==> config.mk <==
export PLATFORM = sky130hd
export DESIGN_NAME = fetch_unit_flat
export DESIGN_NICKNAME = d
export VERILOG_FILES = /design/src/rtl/fetch_unit_if.sv /design/src/rtl/fetch_unit.sv /design/src/flat_wrapper.sv
export SDC_FILE = /design/constraint.sdc
export NUM_CORES = 1
export LEC_CHECK = 0
export CAP_MARGIN = 15
export CELL_PAD_IN_SITES_DETAIL_PLACEMENT = 2
export CELL_PAD_IN_SITES_GLOBAL_PLACEMENT = 2
export CORE_ASPECT_RATIO = 0.75
export CORE_MARGIN = 2
export CORE_UTILIZATION = 22
export DETAILED_ROUTE_END_ITERATION = 16
export PLACE_DENSITY_LB_ADDON = 0.1
export SLEW_MARGIN = 20
export SYNTH_ARGS = -nofsm -noshare
export SYNTH_HDL_FRONTEND = slang
export SYNTH_SLANG_ARGS = --single-unit
==> constraint.sdc <==
create_clock -name CLK -period 2.2 [get_ports CLK]
set_input_delay 0.55 -clock CLK [delete_from_list [all_inputs] [get_ports CLK]]
set_output_delay 0.55 -clock CLK [all_outputs]
set_load 0.01 [all_outputs]
==> src/rtl/fetch_unit_if.sv <==
// fetch_unit_if: instruction-fetch bus between the fetch unit and its
// surroundings (control decoder, instruction ROM, top level).
//   master : decoder/top side -- drives Start, Stall, branch controls and
//            the ROM read data InstrIn; observes fetch outputs.
//   slave  : fetch unit side -- drives InstrAddr, Instruction, InstrValid,
//            Busy, Done (and the performance counters when
//            FETCH_PERF_CNT_EN is defined).
interface fetch_unit_if #(
    parameter int PC_W = 10
);
    logic            Start;
    logic            Stall;
    logic            BranchEn;
    logic            BranchRel;
    logic [PC_W-1:0] BranchTarget;
    logic [8:0]      InstrIn;
    logic [PC_W-1:0] InstrAddr;
    logic [8:0]      Instruction;
    logic            InstrValid;
    logic            Busy;
    logic            Done;
`ifdef FETCH_PERF_CNT_EN
    logic [15:0]     InstrCount;
    logic [15:0]     CycleCount;
`endif

    modport master (
`ifdef FETCH_PERF_CNT_EN
        input  InstrCount, CycleCount,
`endif
        output Start, Stall, BranchEn, BranchRel, BranchTarget, InstrIn,
        input  InstrAddr, Instruction, InstrValid, Busy, Done
    );

    modport slave (
`ifdef FETCH_PERF_CNT_EN
        output InstrCount, CycleCount,
`endif
        input  Start, Stall, BranchEn, BranchRel, BranchTarget, InstrIn,
        output InstrAddr, Instruction, InstrValid, Busy, Done
    );
endinterface

==> src/rtl/fetch_unit.sv <==
// fetch_unit: owns the program counter, addresses the instruction ROM and
// presents the fetched word to the control decoder. Handles sequential
// advance, absolute/PC-relative branches, stalls and the halt opcode.
// Ports:
//   CLK   - system clock, rising edge
//   Reset - asynchronous, active-high reset
//   bus   - fetch_unit_if.slave (Start, Stall, BranchEn, BranchRel,
//           BranchTarget, InstrIn in; InstrAddr, Instruction, InstrValid,
//           Busy, Done out)
// Optional: define FETCH_PERF_CNT_EN to add saturating 16-bit InstrCount
// and CycleCount outputs on the interface.
module fetch_unit #(
    parameter int              PC_W       = 10,
    parameter logic [PC_W-1:0] START_ADDR = '0,
    parameter logic [8:0]      HALT_OP    = 9'h1FF,
    parameter logic [8:0]      NOP_OP     = 9'h100
) (
    input  logic        CLK,
    input  logic        Reset,
    fetch_unit_if.slave bus
);

    typedef enum logic [1:0] {
        IDLE = 2'd0,
        RUN  = 2'd1,
        HALT = 2'd2
    } state_t;

    state_t          state, state_nxt;
    logic [PC_W-1:0] pc, pc_nxt;
    logic            start_acc;

    always_ff @(posedge CLK or posedge Reset) begin
        if (Reset) begin
            state <= IDLE;
            pc    <= START_ADDR;
        end else begin
            state <= state_nxt;
            pc    <= pc_nxt;
        end
    end

    always_comb begin
        state_nxt = state;
        pc_nxt    = pc;
        start_acc = 1'b0;
        case (state)
            IDLE, HALT: begin
                if (bus.Start) begin
                    state_nxt = RUN;
                    pc_nxt    = START_ADDR;
                    start_acc = 1'b1;
                end
            end
            RUN: begin
                // Halt beats stall and branch; a stalled cycle drops any branch.
                if (bus.InstrIn == HALT_OP) begin
                    state_nxt = HALT;
                end else if (!bus.Stall) begin
                    if (bus.BranchEn) begin
                        // Offset is PC_W wide, so a modulo-2^PC_W add is the
                        // sign-extended relative branch.
                        pc_nxt = bus.BranchRel ? pc + bus.BranchTarget
                                               : bus.BranchTarget;
                    end else begin
                        pc_nxt = pc + PC_W'(1);
                    end
                end
            end
            default: state_nxt = IDLE;
        endcase
    end

    assign bus.InstrAddr   = pc;
    assign bus.Instruction = (state == RUN) ? bus.InstrIn : NOP_OP;
    assign bus.InstrValid  = (state == RUN);
    assign bus.Busy        = (state == RUN);
    assign bus.Done        = (state == HALT);

`ifdef FETCH_PERF_CNT_EN
    logic [15:0] instr_cnt, cycle_cnt;

    always_ff @(posedge CLK or posedge Reset) begin
        if (Reset) begin
            instr_cnt <= '0;
            cycle_cnt <= '0;
        end else if (start_acc) begin
            instr_cnt <= '0;
            cycle_cnt <= '0;
        end else if (state == RUN) begin
            if (cycle_cnt != '1) cycle_cnt <= cycle_cnt + 16'd1;
            if (!bus.Stall && instr_cnt != '1) instr_cnt <= instr_cnt + 16'd1;
        end
    end

    assign bus.InstrCount = instr_cnt;
    assign bus.CycleCount = cycle_cnt;
`endif

endmodule

==> src/flat_wrapper.sv <==
// flat-port wrapper written by rule: the top's interface ports become plain ports
module fetch_unit_flat 
#(
    parameter int              PC_W       = 10,
    parameter logic [PC_W-1:0] START_ADDR = '0,
    parameter logic [8:0]      HALT_OP    = 9'h1FF,
    parameter logic [8:0]      NOP_OP     = 9'h100
)
  (CLK, Reset, bus_Start, bus_Stall, bus_BranchEn, bus_BranchRel, bus_BranchTarget, bus_InstrIn, bus_InstrAddr, bus_Instruction, bus_InstrValid, bus_Busy, bus_Done);
  fetch_unit_if #(.PC_W(PC_W)) bus_i ();
  input  logic CLK;
  input  logic Reset;
  input wire logic [$bits(bus_i.Start)-1:0] bus_Start;
  input wire logic [$bits(bus_i.Stall)-1:0] bus_Stall;
  input wire logic [$bits(bus_i.BranchEn)-1:0] bus_BranchEn;
  input wire logic [$bits(bus_i.BranchRel)-1:0] bus_BranchRel;
  input wire logic [$bits(bus_i.BranchTarget)-1:0] bus_BranchTarget;
  input wire logic [$bits(bus_i.InstrIn)-1:0] bus_InstrIn;
  output wire logic [$bits(bus_i.InstrAddr)-1:0] bus_InstrAddr;
  output wire logic [$bits(bus_i.Instruction)-1:0] bus_Instruction;
  output wire logic [$bits(bus_i.InstrValid)-1:0] bus_InstrValid;
  output wire logic [$bits(bus_i.Busy)-1:0] bus_Busy;
  output wire logic [$bits(bus_i.Done)-1:0] bus_Done;
  assign bus_i.Start = bus_Start;
  assign bus_i.Stall = bus_Stall;
  assign bus_i.BranchEn = bus_BranchEn;
  assign bus_i.BranchRel = bus_BranchRel;
  assign bus_i.BranchTarget = bus_BranchTarget;
  assign bus_i.InstrIn = bus_InstrIn;
  assign bus_InstrAddr = bus_i.InstrAddr;
  assign bus_Instruction = bus_i.Instruction;
  assign bus_InstrValid = bus_i.InstrValid;
  assign bus_Busy = bus_i.Busy;
  assign bus_Done = bus_i.Done;
  fetch_unit #(.PC_W(PC_W), .START_ADDR(START_ADDR), .HALT_OP(HALT_OP), .NOP_OP(NOP_OP)) u_core (.CLK(CLK), .Reset(Reset), .bus(bus_i));
endmodule
# Yosys cells after proc, flatten, opt, wreduce, memory -nomap -nowiden
# Cells that the tools add are included.
word_totals:
  reg_bits: 12
  in_bits: 25
  out_inout_bits: 22
  word_cells: 26
op_classes:
  add_sub_neg: 2
  eq_ne: 7
  muxes: 10
  n_reduce_logical: 5
ops:
  columns: ["cell", "count"]
  rows:
  - ["10-bit 2-to-1 mux", 5]
  - ["10-bit one-hot mux with 2 select lines", 1]
  - ["10-bit by 1-bit adder with 10-bit output, second input constant", 1]
  - ["10-bit adder", 1]
  - ["9-bit == test, second input constant", 1]
  - ["9-bit 2-to-1 mux", 1]
  - ["2-bit != test, second input constant", 3]
  - ["2-bit 2-to-1 mux", 2]
  - ["2-bit one-hot mux with 2 select lines", 1]
  - ["4-bit AND reduction", 1]
  - ["2-bit by 1-bit == test with 1-bit output, second input constant", 1]
  - ["2-bit == test, second input constant", 1]
  - ["2-bit zero test", 1]
  - ["2-bit by 1-bit != test with 1-bit output, second input constant", 1]
  - ["2-bit AND reduction", 1]
  - ["2-bit nonzero test", 1]
  - ["2-bit OR reduction", 1]

# Logic depth before layout (Yosys ltp)
# Gate-level depths: netlist (run 1).
depth:
  ltp_word: 6
  ltp_mapped: 10
  depth_no_buf: 10

# Worst setup path before layout (run 1)
# OpenSTA, ideal clock, no wires.
synth_timing:
  path_kind: "input -> register"
  from: "input port bus_BranchTarget[0]"
  to: "register u_core.pc[6] (netlist: u_core.bus.InstrAddr[6])"
  setup_ns: 0.118
  arrival_ns: 2.239
  required_ns: 2.082
  setup_slack_ns: -0.157
  cell_stages: 10
  n_path_buf: 0
  path_cell_list: "ha_1 inv_1 fa_1 nor2b_4 o21a_1 o211a_1 or4_1 a31oi_1 a211oi_1 a21o_1"
synth_between:
  elab_chain_len: 6
synth_lines:
  columns: ["element", "line_no", "rtl"]
  rows:
  - ["start, declared", "flat_wrapper.sv:17", "input wire logic [$bits(bus_i.BranchTarget)-1:0] bus_BranchTarget;"]
  - ["10-bit adder", "fetch_unit.sv:63", "pc_nxt = bus.BranchRel ? pc + bus.BranchTarget"]
  - ["10-bit 2-to-1 mux", "fetch_unit.sv:63", null]
  - ["10-bit 2-to-1 mux", "fetch_unit.sv:60", "if (bus.BranchEn) begin"]
  - ["10-bit 2-to-1 mux", "fetch_unit.sv:59", "end else if (!bus.Stall) begin"]
  - ["10-bit 2-to-1 mux", "fetch_unit.sv:57", "if (bus.InstrIn == HALT_OP) begin"]
  - ["10-bit one-hot mux with 2 select lines", "fetch_unit.sv:47", "case (state)"]
  - ["end signal, assigned", "fetch_unit.sv:39", "pc <= pc_nxt;"]
  - ["end, declared", "fetch_unit.sv:30", "logic [PC_W-1:0] pc, pc_nxt;"]
# Every way passes these cells. The select of a mux whose other input is x is not followed.
# A chain may end at the register's enable or synchronous reset.

# Worst setup path in the final report (run 1)
layout_timing:
  from: "input port bus_BranchTarget[2]"
  to: "register u_core.pc[9] (netlist: u_core.bus.InstrAddr[9])"
# Same word-level chain as after synthesis.

==> results of run 1 <==
## flip-flops by register name, summed over array words and instances, names as in the netlist
register and count:
u_core.bus.InstrAddr 10, u_core.state 2
## how the worst max path moves through the flow
stage                   startpoint                      end  slack (ns)  depth (start not counted)
6_report       bus_BranchTarget[2]  u_core.bus.InstrAddr[9]       -0.05                         10
5_1_grt        bus_BranchTarget[2]  u_core.bus.InstrAddr[9]       -0.14                         10
2_1_floorplan  bus_BranchTarget[0]  u_core.bus.InstrAddr[6]       -0.06                         10
3_3_place_gp   bus_BranchTarget[0]  u_core.bus.InstrAddr[6]       -0.64                         11
4_1_cts               bus_BranchEn  u_core.bus.InstrAddr[9]       -0.06                          7
3_5_place_dp   bus_BranchTarget[3]  u_core.bus.InstrAddr[9]       -0.75                         10
## layout make-up
cell class | instances | area, um2 | share of cell area [%]
inverter | 10 | 37.54 | 1.550
clock buffer | 3 | 41.29 | 1.705
multi-input combinational | 149 | 1189 | 49.07
timing repair buffer | 87 | 757.0 | 31.25
tap | 78 | 97.59 | 4.029
sequential | 12 | 300.3 | 12.40
## placed cells by master, fill, tap and decap left out, drive strengths merged, types with 5 or more instances in the layout
cell type      count
clkbuf             6
clkdlybuf4s50     28
dlygate4sd2       12
dfrtp             12
a21oi             13
o21ai             21
nor3               7
a21o               5
nor2              10
and2              10
ha                10
buf               42
nand2             11
inv               10
nand3              8
## worst register-to-register path: cells and delay by family, from the launching register on
family | cells | cell delay, ns
and+or+nand+nor | 2 | 0.46
AOI/OAI and AO/OA | 5 | 0.81
adders and majority gates | 2 | 0.40
buffers and inverters | 1 | 0.05
DFF | 1 | 0.41
## logic make-up after synthesis
logic type | share of synthesized area, %
compound gates | 26.54
xor+xnor | 2.572
fa+ha+maj | 10.65
buf+inv | 5.602
flops | 22.04
mux | 3.214
simple gates | 29.39
## what timing repair did
action	4_1_cts	5_1_grt
hold buffers	0	0
hold endpoints to repair	0	0
pin swaps	13	8
setup buffers	4	6
gates resized for setup	51	15
endpoints found under the setup margin	19	7
## power groups by stage
| stage | combinational [mW] | sequential (mW) | clock, mW |
|---|---|---|---|
| 2_1_floorplan | 0.541 | 0.404 | 0 |
| 3_3_place_gp | 1.17 | 0.353 | 0 |
| 3_5_place_dp | 1.25 | 0.360 | 0 |
| 4_1_cts | 1.37 | 0.372 | 0.200 |
| 5_1_grt | 1.62 | 0.383 | 0.207 |
| 6_report | 1.48 | 0.372 | 0.192 |
## per-layer routing
layer	vias up	GRT usage [%]	part of all wire (%)
met2	40	32.31	48
li1	821	-	-
met5	-	0	0
met1	809	24.58	47
met3	2	3.427	4.7
met4	0	2.093	0.095
==> summary.md, run 1 <==
The final reports fail on negative setup slack. The run gives 681 as the total of fill cells in the finished design. For the number of violations reported at the end of detailed-routing iteration 0, the log shows 51.

The run finished, with violations left. The number of nets handed over by synthesis was 216. The longest clock path from root to sink contains 2 buffers. The H-tree depth is 1, and the number of nets at the end of the flow is 299. At the placement stage, the worst setup path has a slack of -0.7501 ns.

The maximum cell stage delay along the critical path was 0.29 ns; the clock period minus final worst setup slack was 2.247 ns. For the clock network fraction of design power, the log shows 9.4%. The count of clock tree sinks was 12.

The main flop type after synthesis was dfrtp_1. The tools report the number of top-level design ports as 47. The max-slew violation count was 0.

Using the TritonRoute via totals, the vias-per-cell ratio works out to 4.932. In the routed design, unresolved DRC markers number 0. Setup repair after global routing could not meet its margin everywhere. Setup violations remaining at the end of the flow were counted as 2. The count of port buffers added during placement came out at 46. The critical path goes through clkdlybuf4s15_1 > ha_4 > buf_4 > nand4b_1 > a21oi_4 > buf_4 > a21oi_2 > nor4bb_4 > a21boi_2 > a21o_1. Across all layers, the routed design uses 1672 vias. For hold timing, the worst endpoint is u_core.state[0]. Number of violations of the max-capacitance limit: 0.

The total area inside the core boundary comes to 5886 um2. The largest area contributor in the netlist is dfrtp_1. In this run the critical register-to-register path is launched from u_core.bus.InstrAddr[0]. The floorplan step defined a die boundary enclosing 6846 um2. The run gives 180 as the synthesized netlist cell count.

The tree is rooted in a clkbuf_8. For this run, the detailed router's first-pass iteration total came to 4. The number of antenna diodes in the final layout is 0. Measured on the finished design, the core utilization comes to 41.16%.

The startpoint identified for the worst hold timing path is u_core.state[0]. For this run, the top clock speed supported by timing is 0.4450 GHz. The area growth from synthesis to layout is 77.78%.

Placer congestion estimate: 0.7355. The switching power share of the total was 41.13%. The tools report the number of buffers added by the clock tree synthesis step as 3.

The worst setup path is captured at a flip-flop. The post-synthesis async set-or-reset flop share came out at 100.0%. Of the post-synthesis cell area, the dominant cell type holds 22.04%. For the final routed database, the setup TNS stands at -0.07379 ns. After synthesis, the cell types taking the most area are dfrtp_1, ha_1, o21ai_0. Yosys mapped the design onto 48 distinct sky130hd cell types.

Synthesis inferred 12 register bits. Dividing total power by cell area gives a power density of 844.1 nW/um2. The number of non-filler instances in the completed layout was 339. The post-synthesis sequential area ratio was 22.04%; the internal reg-to-reg setup slack was -0.03 ns. Per report_power, the sequential group accounts for 18.2% of the total.

Worst hold path stage count: 1. STA classifies the critical path startpoint as an input port. The maximum number of pins on one net before global-route repair is 19, and the first-pass GRT wire length is 9846 um. For the number of antenna violations at the first check in global routing, the log shows 0.

After clock tree synthesis, the clock-pin slew on the worst setup and hold paths is 0.05 ns. For this configuration, the core starts out at a cell density of 23.15%. Among all stages on the critical path, the largest delay is contributed by ha_4. Peak fanout along the critical path: 3. The number of placed instances, taps included, is 326.

The tightest min-delay check is of the flip-flop to flip-flop type. Startpoint-to-endpoint class of the critical path: input port to flip-flop. The placed standard-cell area was 2142 um2; the fraction of final layout cells with drive strength greater than 1 was 31.80%. After legalization and detailed placement, the total HPWL measured 4848 um. A synthesized cell averages 7.570 um2. The tools report the maximum resistive drop on vdd as 0.0003057 V. The total power was 2.045 mW. The mapped netlist covers 1363 um2. The die height works out to 72.16 um. For the final instance area, the log shows 2422 um2. Headroom to the max-slew limit came out at 67.74%.

In the synthesized netlist, the cells that appear most often are o21ai_0, a21oi_1, dfrtp_1, nand2_1. STA puts the critical path data required time at 2.32 ns. Final hold analysis gives a worst-case slack of 0.5374 ns.

For this run the aggregate overflow at the end of global routing stands at 0. The endpoint of the most critical register-to-register path was u_core.bus.InstrAddr[6]. Of the total power, combinational logic draws 72.4%. The number of flops mapped to enable cells by yosys is 0, and the depth of the worst register-to-register path is 10. TritonCTS built the clock tree. The combined buffer and inverter count along the critical path was 3. The count of nets left with antenna violations once routing finished came out at 0. The per-cell routed wire length is 18.62 um.

The via count of the first global-routing pass is 1881. The least setup slack across all paths after layout is -0.04729 ns, and the clock latency on the worst-skew pair is 0.23 ns. Summed over all cells, the static leakage comes to 1.065 nW.

The kind of cell adding the most delay to the critical path is compound AO/OA/AOI/OAI gates. The analysis attributes to net switching a power of 0.8409 mW. The most common cell in the synthesized netlist is o21ai_0. The run gives 18.47% as the aggregate global-route resource usage.

The post-route fraction of the period consumed by the critical path was 102.1%. In this run the core area contains 24 standard-cell rows. The synthesis warning total is 0. For this block, the routed nets add up to 6312 um of wire. For the worst setup path, the data arrival time is 2.37 ns. The floorplan step set the die width to 94.88 um. The number of hold violations in the final report is 0.

The setup skew after layout is 0.001612 ns. The actual transition at the worst max-transition pin was 0.4834 ns. Among the stages of the critical path, the cell type that occurs most often is buf_4.

The internal power is 1.204 mW.
Note: power is estimated with default switching activity, not from simulation.
==> inputs of run 2 (changes only) <==
CORE_UTILIZATION = 23   (was 22)
CTS_BUF_LIST = sky130_fd_sc_hd__clkbuf_8   (was default)
SKIP_LAST_GASP = 1   (was default)
==> run 2 against run 1 <==
Net effect:
- the run still ends with negative setup slack left
- cell area up 1.1%
- register-to-register slack about the same
- clock power up 32%
- die area down 4.1%
- maximum frequency down 0.70%
- power up 0.53%
- cell count up 0.29%
- non-clock buffer count unchanged
- largest power group unchanged
- hold slack worse by 0.0091 ns
- sequential cell count unchanged
- largest cell class unchanged
- count of clock-buffer cells in the layout up 1
- combinational power down 3%
==> summary.md, run 2 (same netlist as run 1, synthesis figures left out) <==
Counting both buffers and inverters, the worst setup path holds a total of 2. Net switching is 41.00% of the power. The horizontal die dimension was 92.88 um; the final-layout setup total negative slack was -0.08532 ns.

The least setup slack across all paths after layout is -0.06319 ns. Global routing finished with a remaining overflow of 0. TritonCTS built the clock tree. The worst path required time is 2.39 ns. Power comes to 2.055 mW. The clock network fraction of design power is 12.3%, and the number of hold violations in the final report is 0. The run gives 0.4419 GHz as the achievable frequency. The run finished, with violations left. Walking the worst path, the cells encountered are dlygate4sd2_1 > ha_4 > nand4_1 > a21oi_4 > buf_6 > o21ai_2 > nor4bb_4 > a21boi_2 > a21o_1. The final routed DRC violation total came out at 0. The signal arrival time at the worst endpoint was 2.46 ns; the maximum resistive drop on vdd was 0.0002366 V. Setup repair after global routing could not meet its margin everywhere. The floorplan step defined a die boundary enclosing 6562 um2.

The final layout contains 299 nets. The congestion estimate from routability-driven global placement came to 0.7548. The maximum number of pins on one net before global-route repair was 17. The core box area is 5766 um2, and the via count normalized by instance count is 5.071.

The tool flagged a number of max-cap violations equal to 0. The worst setup path is captured at a flip-flop. The worst setup path is launched from an input port. For this block, the initial DRC count from the detailed router was 38. For the worst-skew pair, the clock arrives at the later sink with an insertion delay of 0.25 ns. The cell chosen for the clock root is clkbuf_8. For this design, the sink count on the clock tree is 12. The run gives 4756 um as the post-detailed-placement half-perimeter wirelength. The tools report the number of top-level design ports as 47. The kind of cell adding the most delay to the critical path was compound AO/OA/AOI/OAI gates. The worst setup path is of the input port to flip-flop kind. The peak fanout along the critical path was 6. The first global-routing pass estimated 10130 um of wire.

The checks that failed: negative setup slack. Combinational logic burns 69.6% of the power. The critical path's slowest cell is nor4bb_4.

Cell internal power was estimated by the tool at 1.213 mW. Setup violations remaining at the end of the flow were counted as 2. Die height: 70.66 um. The sequential cells in the finished layout cover a total of 300.3 um2.

Leaving out fill and tap cells, the most frequent cell in the layout is buf_4. For this run, global-route usage on met1 was measured as 24.01%. The fraction of final layout cells with drive strength greater than 1 came out at 30.53%. After detailed routing, the average wire length per cell comes to 18.36 um. The multi-input combinational cells in the finished layout cover a total of 1196 um2.

In the layout the commonest cells are buf_4, clkdlybuf4s50_1, o21ai_0. The count of port buffers added during placement is 46. The post-route fraction of the period consumed by the critical path was 102.9%. Power spread over the standard cell area amounts to 839.4 nW/um2. The actual transition at the worst max-transition pin is 0.5353 ns, and the wire length after detailed routing is 6241 um. The relative slew slack was 64.27%; the worst-case clock buffer depth was 2. Detailed routing inserted a total of 1724 vias. The run gives 0 as the antenna diode instance count. The tools report the placement row count as 24.

The setup skew after layout was 0.001212 ns; the initial core utilization was 23.63%. Summed over all nets, the switching power comes to 0.8428 mW. Clock tree synthesis inserted a total of 3 buffers. The number of antenna violations at the first check in global routing was 0; the clock-pin transition on the worst setup and hold timing paths was 0.06 ns.

For the finished layout, the period the worst path requires is 2.263 ns. The H-tree depth is 1, and the first-pass iteration count of the detailed router is 4. For the via count of the first global-routing pass, the log shows 1941. The path class of the tightest hold or removal check is flip-flop to flip-flop. The worst slack after detailed placement is -0.8549 ns. The layout overhead on the synthesized area works out to 79.71%.

The remaining antenna violation count after routing is 0. Layer carrying the most global-route usage: met2. The met3 track utilization from global routing is 3.301%, and the leakage power is 1.069 nW. The total of fill cells in the finished design is 669. In this run, flip-flops and latches consume 18.0% of the power. For the aggregate global-route resource usage, the log shows 19.72%. On the worst path, the slowest cell contributes a delay of 0.32 ns. In the global route stage, met2 resource usage came out at 36.23%. The max-slew violation count came out at 0. The register with the most flip-flops in the layout has 10 of them.
[run 2: cell types whose count changed in the layout (fill, tap and decap cells not counted), moves of 2 or more]
cell	change
a21oi_2	-4
buf_4	-2
buf_2	+3
inv_2	-2
ha_4	+2
a21oi_1	+3
clkbuf_2	-2
[run 2: layout make-up]
| type | count | share of cell area (%) |
|---|---|---|
| Multi-Input combinational cell | 149 | 48.85 |
| Sequential cell | 12 | 12.26 |
| Inverter | 10 | 1.635 |
| Clock buffer | 4 | 2.248 |
| Timing Repair Buffer | 87 | 31.02 |
| Tap cell | 78 | 3.986 |
[run 2: stage by stage]
stage	area (um2)	instances	util [%]	hold slack, ns
2_1_floorplan	1378	180	-	0.4147
3_3_place_gp	2150	327	37.28	0.5079
3_5_place_dp	2150	327	37.28	0.5305
4_1_cts	2402	337	41.67	0.5376
5_1_grt	2449	340	42.47	0.5803
6_report	2449	340	42.47	0.5283
[run 2: power groups by stage]
stage	logic (mW)	clock network (mW)	registers [mW]
after detailed placement	1.22	0	0.356
after global routing	1.57	0.272	0.381
after global placement	1.16	0	0.352
final	1.43	0.253	0.371
after floorplan	0.541	0	0.404
after CTS	1.37	0.265	0.371
[run 2: routing by layer]
metal / vias up / routed length, um
met3: 7 / 213
met4: 0 / 91
met1: 862 / 2723
met5: - / 0
li1: 820 / -
met2: 35 / 3213
[run 2: repair_timing]
action / 4_1_cts / 5_1_grt
pin swaps: 19 / 8
endpoints found under the hold margin: 0 / 0
setup buffers: 7 / 3
setup endpoints to repair: 19 / 6
hold buffers: 0 / 0
resized for setup: 57 / 12
[run 2: path summary, 6_finish.rpt]
kind	slack, ns	cells after the start	start	endpoint
worst max-delay path	-0.06	9	bus_BranchTarget[5]	u_core.bus.InstrAddr[9]
min in group asynchronous	0.65	2	Reset	u_core.bus.InstrAddr[9]
worst min-delay path	0.53	1	u_core.state[0]	u_core.state[0]
worst max register to register	-0.02	10	u_core.bus.InstrAddr[0]	u_core.bus.InstrAddr[6]
max in group asynchronous	1.19	2	Reset	u_core.bus.InstrAddr[6]
worst min register to register	0.53	1	u_core.state[0]	u_core.state[0]
[run 2: worst reg2reg max path: stages (launching register included)]
cell	delay, ns
dfrtp_1	0.41
ha_4	0.18
inv_2	0.05
fa_2	0.21
nor2b_4	0.04
o21a_1	0.20
o211a_1	0.23
or4_1	0.42
a31oi_1	0.16
a211oi_1	0.06
a21o_1	0.15
